==> config.mk <==
export PLATFORM = sky130hd
export DESIGN_NAME = bus_share_arbiter
export DESIGN_NICKNAME = d
export VERILOG_FILES = /design/src/rtl/bus_share_pkg.sv /design/src/rtl/four_bit_2x1_mux.sv /design/src/rtl/bus_share_arbiter.sv
export SDC_FILE = /design/constraint.sdc
export NUM_CORES = 1
export LEC_CHECK = 0
export CORE_MARGIN = 3
export CORE_UTILIZATION = 47
export CTS_CLUSTER_DIAMETER = 200
export DETAILED_ROUTE_END_ITERATION = 10
export GPL_TIMING_DRIVEN = 1
export PLACE_DENSITY = 0.85
export SETUP_SLACK_MARGIN = 0.02
export SLEW_MARGIN = 25
export SYNTH_ARGS = -nofsm -noshare
export SYNTH_HDL_FRONTEND = slang
export SYNTH_HIERARCHICAL = 1
export SYNTH_SLANG_ARGS = --single-unit
==> constraint.sdc <==
create_clock -name Clk -period 3.7 [get_ports Clk]
set_input_delay 0.37 -clock Clk [delete_from_list [all_inputs] [get_ports Clk]]
set_output_delay 0.37 -clock Clk [all_outputs]
set_load 0.02 [all_outputs]
==> src/rtl/bus_share_pkg.sv <==
// Shared constants and types for the two-source bus share arbiter.
package bus_share_pkg;

   localparam int unsigned MAX_BURST_DEF = 4;
   localparam int unsigned CNT_W_DEF     = 4;
   localparam int unsigned DATA_W        = 4;

   localparam logic [1:0] ST_IDLE   = 2'b00;
   localparam logic [1:0] ST_GRANT0 = 2'b01;
   localparam logic [1:0] ST_GRANT1 = 2'b10;

   typedef enum logic [1:0] {
      S_IDLE   = ST_IDLE,
      S_GRANT0 = ST_GRANT0,
      S_GRANT1 = ST_GRANT1
   } state_t;

   // Grant state that owns source k.
   function automatic state_t grant_of(input logic k);
      return k ? S_GRANT1 : S_GRANT0;
   endfunction

endpackage

==> src/rtl/four_bit_2x1_mux.sv <==
// Four-bit two-to-one multiplexer: Out follows In_1 when Select is high.
module four_bit_2x1_mux
   import bus_share_pkg::*;
(
   input  logic [DATA_W-1:0] In_1,
   input  logic [DATA_W-1:0] In_0,
   input  logic              Select,
   output logic [DATA_W-1:0] Out
);

   assign Out = Select ? In_1 : In_0;

endmodule

==> src/rtl/bus_share_arbiter.sv <==
// Round-robin burst arbiter sharing one 4-bit channel between two sources
// by steering the select line of a 2:1 mux; valid/ready toward the consumer.
module bus_share_arbiter
   import bus_share_pkg::*;
#(
   parameter int unsigned MAX_BURST = MAX_BURST_DEF,
   parameter int unsigned CNT_W     = CNT_W_DEF
) (
   input  logic              Clk,
   input  logic              Rst_n,
   input  logic              Req_0,
   input  logic              Req_1,
   input  logic [DATA_W-1:0] In_0,
   input  logic [DATA_W-1:0] In_1,
   output logic              Ack_0,
   output logic              Ack_1,
   output logic [DATA_W-1:0] Out,
   output logic              Out_Valid,
   input  logic              Out_Ready,
   output logic              Select,
   output logic              Busy
);

   localparam logic [CNT_W-1:0] CNT_LAST = CNT_W'(MAX_BURST - 1);

   state_t           state, state_nx;
   logic             last_grant, last_nx;
   logic [CNT_W-1:0] cnt, cnt_nx;
   logic             k, cur_req, other_req, xfer, done;

   // Next-state, burst counter and handshake decode.
   always_comb begin
      state_nx  = state;
      last_nx   = last_grant;
      cnt_nx    = cnt;
      Out_Valid = 1'b0;
      Ack_0     = 1'b0;
      Ack_1     = 1'b0;
      k         = 1'b0;
      cur_req   = 1'b0;
      other_req = 1'b0;
      xfer      = 1'b0;
      done      = 1'b0;
      case (state)
         S_IDLE: begin
            cnt_nx = '0;
            if (Req_0 && Req_1) state_nx = grant_of(!last_grant);
            else if (Req_0)     state_nx = S_GRANT0;
            else if (Req_1)     state_nx = S_GRANT1;
         end
         S_GRANT0, S_GRANT1: begin
            k         = (state == S_GRANT1);
            cur_req   = k ? Req_1 : Req_0;
            other_req = k ? Req_0 : Req_1;
            Out_Valid = cur_req;
            xfer      = cur_req & Out_Ready;
            Ack_0     = xfer & ~k;
            Ack_1     = xfer & k;
            done      = xfer && (cnt == CNT_LAST);
            // Release on burst completion or source withdrawal.
            if (done || !cur_req) begin
               last_nx = k;
               cnt_nx  = '0;
               if (other_req)           state_nx = grant_of(!k);
               else if (done && cur_req) state_nx = grant_of(k);
               else                      state_nx = S_IDLE;
            end else if (xfer) begin
               cnt_nx = cnt + CNT_W'(1);
            end
         end
         default: begin
            state_nx = S_IDLE;
            cnt_nx   = '0;
         end
      endcase
   end

   // State register; Select and Busy are registered from the next state.
   always_ff @(posedge Clk or negedge Rst_n) begin
      if (!Rst_n) begin
         state      <= S_IDLE;
         last_grant <= 1'b1;
         cnt        <= '0;
         Select     <= 1'b0;
         Busy       <= 1'b0;
      end else begin
         state      <= state_nx;
         last_grant <= last_nx;
         cnt        <= cnt_nx;
         Busy       <= (state_nx != S_IDLE);
         if (state_nx != S_IDLE) Select <= (state_nx == S_GRANT1);
      end
   end

   four_bit_2x1_mux u_mux (
      .In_1   (In_1),
      .In_0   (In_0),
      .Select (Select),
      .Out    (Out)
   );

endmodule

# After elaboration in Yosys (flattened, before gate mapping)

Index checks and enable logic that the tools add are counted.

$add $sub $neg: 1
Equal/unequal tests: 5
Mux-type cells: 19
Bitwise logic cells: 4
Reductions and logical operators: 9

Operator list:

| operator                                                        | number |
|---|---|
| 2-bit 2-to-1 mux                                                | 9 |
| 4-bit 2-to-1 mux                                                | 4 |
| 1-bit 2-to-1 mux                                                | 5 |
| 4-bit by 1-bit adder with 4-bit output, second input constant   | 1 |
| 2-bit == test, second input constant                            | 2 |
| 4-bit by 2-bit == test with 1-bit output, second input constant | 1 |
| 2-bit case mux with 2 select lines                              | 1 |
| 1-bit AND                                                       | 3 |
| 1-bit logical AND                                               | 3 |
| 3-bit inequality test, second input constant                    | 1 |
| 2-bit by 1-bit == test with 1-bit output, second input constant | 1 |
| 2-bit logical NOT                                               | 1 |
| 2-bit AND reduction                                             | 1 |
| 2-bit nonzero test                                              | 1 |
| 2-bit OR reduction                                              | 1 |
| 1-bit logical NOT                                               | 1 |
| 1-bit logical OR                                                | 1 |
| 1-bit inverter                                                  | 1 |

Flip-flop bits (word level): 9
Bits of input ports: 13
Output and inout bits: 9
Word-level logic and storage cells: 43

# Depth between registers and ports, before layout

Gate-level depths: netlist (run 1).

Depth after elaboration: 10
Gate-level depth with buffers: 6
Depth with buffers taken out: 6

# By module

The synthesis (run 1) kept the hierarchy.

Modules (own cells, without submodules):

| module            | times used | cells each | area an instance (um^2) | sequential area each (um^2) |
|---|---|---|---|---|
| bus_share_arbiter | 1          | 66         | 635.6                   | 226.5 |
| four_bit_2x1_mux  | 1          | 4          | 45.0                    | 0.0 |

# Worst setup path before layout (run 1)

OpenSTA, ideal clock, no wires.

Path type: register to output
Start point: reg state[0]
End point: out Ack_0
Arrival time: 1573 ps
Data required time: 3330 ps
Setup slack: 1757 ps
Cell stages (with the launch flop): 6
Buffers on the path: 0
Path through: dfrtp_1 inv_1 ha_1 nor2b_1 o21ai_1 nor3b_1

Word-level cells in the longest chain between the ends: 5
Elaborated cells between the ends (all ways): 8
Those cells by class: 2 x eq/ne; 2 x mux; 3 x bitwise; 1 x reduce/logical

Ends and longest elaborated chain:

| element                  | line                                             | RTL |
|---|---|---|
| start: declaration       | bus_share_arbiter.sv:26                          | `state_t state, state_nx;` |
| start signal: assignment | bus_share_arbiter.sv:87                          | `state <= state_nx;` |
| 2-bit == test            | bus_share_arbiter.sv:44, bus_share_arbiter.sv:52 |  |
| 1-bit 2-to-1 mux         | bus_share_arbiter.sv:53                          | `cur_req = k ? Req_1 : Req_0;` |
| 1-bit AND                | bus_share_arbiter.sv:56                          | `xfer = cur_req & Out_Ready;` |
| 1-bit AND                | bus_share_arbiter.sv:57                          | `Ack_0 = xfer & ~k;` |
| 1-bit 2-to-1 mux *       | bus_share_arbiter.sv:44                          | `case (state)` |
| end: declaration         | bus_share_arbiter.sv:15                          | `output logic Ack_0,` |

Every way passes the cells marked *; elsewhere a longest branch is shown, timed or not.

# Worst setup path in the final report (run 1)

Ends and elaborated chain as after synthesis.

==> metrics, run 1 <==
max capacitance violation total=0; CTS Hold Bufs=0; HPWL after DPL=approximately 1.2 mm; fin crit period=2780 ps; register bit total from synthesis=9; power share of the clock group=0.119; Die ar.=1940 um2; Iter 0 DRT Violations=21; post-synthesis sequential area ratio=0.333; WS Path Type=reg -> out; distinct cell type count of the synthesized netlist=34; CTS max path bufs=2; period utilization=0.751; Max-slew headroom=0.689; internal power=approximately 0.35 mW; Sequential Power Share=0.275; peak fanout along the critical path=8; WL per Instance=15.4 um; crit-path max cell delay=~640 ps; CP Launch Type=register; critical path capture point type=primary output; TritonCTS clock tree=built; largest net degree at the start of global routing=11; Final Net Count=110; cts bufs inserted=3; Setup Buffers After CTS=0; drt first pass iters=4; Mapped Nets=87; clock root buffer=clkbuf_4; WL met2=821 um; leakage=0.392 nW; overall power=~0.61 mW; Remaining Overflow, GRT=0; Post-route DRC=0; syn avg cell area=~9.7 um2; WP data required=3330 ps; Die Span X=44.1 um; Routed Antenna Nets=0; vias in the first global route=~620; Combinational Power Share=0.606; Switch Pwr=0.259 mW; Initial Util=0.510; Final setup viols=0; Met1 Routed Length=around 660 um; Core Footprint=1330 um2; mapped cell area=681 um2; Worst VDD drop=approximately 410 uV; most frequent cells in the layout=clkdlybuf4s50_1 (21), dfrtp_1 (8), a21oi_1 (6), nand2_1 (6), inv_1 (5); Max Clock Skew=5.06 ps; WL met3=around 120 um; IO Port Bufs=21; vias per cell=approximately 5.9; Crit path arrival time=2410 ps; Synthesis Warnings=6; Crit-path slowest cell=clkdlybuf4s50_1; commonest non-fill, non-tap cell in the layout=clkdlybuf4s50_1; Area contributors post-synth=dfrtp_1 (29%), ha_1 (7.4%), mux2_2 (6.6%), a21oi_1 (4.4%), nand4bb_4 (4.0%); Fmax=between 300 and 400 MHz; clock-pin slew on the worst setup and hold paths=60 ps; synth-to-layout area growth=33.5%; area leader, netlist=dfrtp_1; initial antenna violation count=0; final core utilization=0.681; H-tree levels=1; Clock Latency Late Sink=250 ps; die extent in y=44.1 um; first-pass GRT wire length=roughly 2.7 mm; total wire length=1.65 mm; status=finished clean; top cell type's share of synthesized area=0.294; Hold Path Class=in -> async; Vias=about 630; io pins=22; PD cells=672 nW/um2; CP cell instances=inv_1 -> ha_1 -> nor2b_1 -> o21ai_1 -> nor3b_1 -> clkdlybuf4s50_1; layout cells sized above 1=0.109; Pins Over Slew Limit=0; gr usage total=0.184; Switching Share=0.424; TNS Setup=0 ps; RSZ-0062 raised after global routing=false; n_diodes=0; Mapped Cells=70; RePlAce Congestion=0.833; max layer used=met4; cts repair resizes=0; worst-margin pin slew=464 ps; num rows=13; final hold violation count=0; Sink Count=9; FILL cells=approximately 100
worst max-delay path: cells and delay by family, from the launching register on:
kind / cells / cell delay [ps]
AOI/OAI and AO/OA: 1 / 230
and+or+nand+nor: 2 / 530
buffers and inverters: 2 / 720
DFF: 1 / 380
adders and majority gates: 1 / 300
metal layers:
layer / vias to the layer above / GRT usage
li1: 299 / -
met1: 291 / 0.218
met5: - / 0
met3: 6 / 0.0610
met4: 0 / 0.0542
met2: 35 / 0.314
path summary, 6_finish.rpt:
check | endpoint | startpoint | depth (start not counted) | slack (ps)
max in group asynchronous | last_grant | Rst_n | 1 | 2980
worst min-delay path | state[1] | Rst_n | 1 | 400
worst min register to register | last_grant | last_grant | 1 | 560
min in group Clk | last_grant | last_grant | 1 | 560
worst max register to register | Select | state[0] | 6 | 1830
worst max-delay path | Ack_0 | state[0] | 6 | 920
sequential cells by signal (all words and copies together) (netlist names):
register,count
last_grant,1
Busy,1
cnt,4
state,2
Select,1
synthesized netlist by cell type:
master     count
nor2b_1        1
nand3_1        2
o211ai_1       1
buf_6          2
a31oi_1        2
buf_2          1
nand3b_1       1
o21ai_1        1
a21o_1         1
ha_1           4
nand4_1        1
mux2_4         1
nand2_1        6
mux2i_1        1
nor3b_1        1
and2_1         2
o221ai_1       2
dfstp_2        1
and3b_1        1
nor2_1         2
dfrtp_1        8
a22o_1         1
and3_1         2
a21oi_1        6
a211o_1        1
inv_1          5
o221a_1        1
nand2b_1       3
nand4bb_4      1
o21ai_0        1
mux2_2         4
xor2_1         1
nand4b_1       1
a221oi_1       1
power by group through the flow:
stage / clock network (mW) / logic [mW] / registers, mW
final: 0.0724 / 0.370 / 0.168
after CTS: 0.0755 / 0.368 / 0.168
after global placement: 0 / 0.347 / 0.168
after detailed placement: 0 / 0.358 / 0.170
after floorplan: 0 / 0.221 / 0.176
after global routing: 0.0812 / 0.400 / 0.173
final cells by class:
class | count | area (um2) | share of cell area
Multi-Input combinational cell | 53 | 408 | 0.449
Sequential cell | 9 | 226 | 0.249
Timing Repair Buffer | 21 | 210 | 0.231
Clock buffer | 4 | 26.3 | 0.0289
Inverter | 5 | 18.8 | 0.0207
Tap cell | 15 | 18.8 | 0.0207
per-stage QoR:
step	worst slack [ps]	instances	cell area (um2)	hold slack (ps)
final	920	107	908	404
after global routing	782	107	908	412
after CTS	964	107	908	409
after detailed placement	1060	103	882	554
after global placement	1150	103	882	554
after floorplan	1760	70	681	74.4
kinds of logic (layout without fill, tap and decap cells):
family          Yosys count  count (layout)  synth area share
compound gates           18              18             0.180
xor+xnor                  1               1            0.0129
fa+ha+maj                 4               4            0.0735
buf+inv                   8              30            0.0680
flops                     9               9             0.333
mux                       6               6             0.103
simple gates             24              24             0.230
(Power assumes the default switching activity.)
==> run 2: changes to the inputs <==
--- a/config.mk
+++ b/config.mk
@@ -6,11 +6,11 @@
 export NUM_CORES = 1
 export LEC_CHECK = 0
 export CORE_MARGIN = 3
-export CORE_UTILIZATION = 47
+export CORE_UTILIZATION = 44
 export CTS_CLUSTER_DIAMETER = 200
 export DETAILED_ROUTE_END_ITERATION = 10
 export GPL_TIMING_DRIVEN = 1
-export PLACE_DENSITY = 0.85
+export PLACE_DENSITY = 0.81
 export SETUP_SLACK_MARGIN = 0.02
 export SLEW_MARGIN = 25
 export SYNTH_ARGS = -nofsm -noshare
==> constraint.sdc (replaced) <==
create_clock -name Clk -period 2.8 [get_ports Clk]
set_input_delay 0.28 -clock Clk [delete_from_list [all_inputs] [get_ports Clk]]
set_output_delay 0.28 -clock Clk [all_outputs]
set_load 0.02 [all_outputs]
==> run 2 against run 1 <==
Effect of this change:
- register-to-register slack got worse by 840 ps
- global-route usage barely moved
- critical endpoint is now Out_Valid
- utilization is 1.7 points lower
- clock-buffer cell count unchanged
- first-iteration DRC count decreased by 81%
- cell area is 1.1% higher
- critical path type unchanged
- clock skew fell by 0.53 ps
- largest cell class unchanged
==> metrics, run 2 (same netlist as run 1, synthesis figures left out) <==
largest net degree at the start of global routing=11 (unchanged); initial antenna violation count=0 (unchanged); PD cells=869 nW/um2 (+29%); Sequential Area=226 um2 (unchanged); HPWL after DPL=1.22 mm (-1.7%); total wire length=1.53 mm (-7.3%); Remaining Overflow, GRT=0 (unchanged); Die ar.=2050 um2 (+5.9%); Vias=613 (-2.9%); Routed Antenna Nets=0 (unchanged); Top Registers=cnt (4), state (2); power share of the clock group=0.136 (+0.017); period utilization=0.910; TNS Setup=0 ps (unchanged); max capacitance violation total=0 (unchanged); Final setup viols=0 (unchanged); Combinational Power Share=0.585 (-0.021); internal power=0.464 mW (+32%); most frequent cells in the layout=clkdlybuf4s50_1 (20), dfrtp_1 (8), a21oi_1 (6), nand2_1 (6), inv_1 (5); clock root buffer=clkbuf_4; num rows=13 (unchanged); cts bufs inserted=3 (unchanged); Worst VDD drop=549 uV (+34%); critical path capture point type=primary output; WS Path Type=reg -> out; commonest non-fill, non-tap cell in the layout=clkdlybuf4s50_1; Clock Latency Late Sink=280 ps (+30 ps); cell area after layout=918 um2 (+1.1%); io pins=22 (unchanged); Post-route DRC=0 (unchanged); overall power=0.798 mW (+31%); vias per cell=5.68 (-3.8%); H-tree levels=1 (unchanged); status=finished clean; Initial Util=0.492 (-0.0180); TritonCTS clock tree=built; IO Port Bufs=21 (unchanged); drt first pass iters=4 (unchanged); CTS Hold Bufs=0 (unchanged); CP Launch Type=register; CTS max path bufs=2 (unchanged); Die Span X=45.3 um (+2.9%); Core Footprint=1380 um2 (+3.7%); Switch Pwr=0.334 mW (+29%); Sequential Power Share=0.278 (+0.003); leakage=0.415 nW (+5.7%); FILL cells=104 (+3.0%); Fmax=392 MHz; RePlAce Congestion=0.850 (+2.0%); WP data required=2520 ps (-810 ps); Crit path arrival time=2270 ps (-140 ps); area occupied by multi-input gates=408 um2 (unchanged); Sink Count=9 (unchanged); worst-margin pin slew=487 ps (+23.8 ps); gr usage total=0.184 (+0.000468); synth-to-layout area growth=34.9%; clock-pin slew on the worst setup and hold paths=70 ps (about the same); crit path launch=state[0]; Hold WS=300 ps (-104 ps); Max-slew headroom=0.673 (-0.0160); Critical R2R Launch=state[0]; peak fanout along the critical path=8 (unchanged); vias in the first global route=601 (-3.2%); Hold Path Class=in -> async; Iter 0 DRT Violations=4 (-81%); layout cells sized above 1=0.118 (+0.00958); fin crit period=2550 ps; DP Area=890 um2 (+0.85%); n_diodes=0 (unchanged); first-pass GRT wire length=2.63 mm (-1.3%); Final Net Count=111 (+0.91%); Largest Register=cnt; max reg flops=4 (unchanged); WL per Instance=14.1 um (-8.2%); Max Clock Skew=4.53 ps (-0.529 ps); Switching Share=0.419 (-0.00467); die extent in y=45.3 um (+2.9%); RSZ-0062 raised after global routing=false; Pins Over Slew Limit=0 (unchanged); final hold violation count=0 (unchanged)
-- run 2: changes by cell type in the layout (fill, tap and decap cells not counted) --
cell and change:
buf_4 +1, clkdlybuf4s50_1 -1, dlymetal6s2s_1 +1
-- run 2: critical path, cell delays in order, from the launching register on --
cell	delay, ps
dfrtp_1	360
inv_1	80
ha_1	290
and2_1	200
o21ai_1	400
inv_1	100
clkdlybuf4s50_1	550
-- run 2: layout make-up --
type / instances / share of cell area
well taps: 15 / 0.0204
multi-input cells: 53 / 0.444
repair buffers: 22 / 0.240
inverters: 5 / 0.0204
flip-flops and latches: 9 / 0.247
clock buffers: 4 / 0.0286
-- run 2: final timing paths --
check,to,slack [ps],cells past startpoint
worst max register to register,Busy,990,6
min in group Clk,last_grant,560,1
worst max-delay path,Out_Valid,250,6
worst min register to register,last_grant,560,1
max in group asynchronous,last_grant,2170,1
worst min-delay path,state[1],300,1
-- run 2: layer usage --
metal	vias to the layer above	GRT usage	share of wire	routed length (um)
met1	290	0.222	0.43	650
met3	3	0.0916	0.064	97
met2	17	0.277	0.49	754
li1	303	-	-	-
met5	-	0	0	0
met4	0	0.0760	0.016	24
-- run 2: per-stage QoR --
stage          setup WS (ps)  cells  utilization
3_3_place_gp             428    104        0.643
5_1_grt                 65.4    108        0.664
2_1_floorplan            947     70            -
3_5_place_dp             380    104        0.643
4_1_cts                  203    108        0.662
6_report                 251    108        0.664
-- run 2: power groups by stage --
stage,Sequential [mW],Clock [mW],Combinational (mW)
CTS,0.222,0.113,0.470
global placement,0.221,0,0.458
finish,0.222,0.109,0.467
floorplan,0.232,0,0.292
global route,0.231,0.125,0.515
detailed placement,0.224,0,0.469
-- run 2: what timing repair did --
item,CTS,global route
hold endpoints to repair,0,0
setup buffers,0,0
setup endpoints to repair,0,1
gates resized for setup,0,1
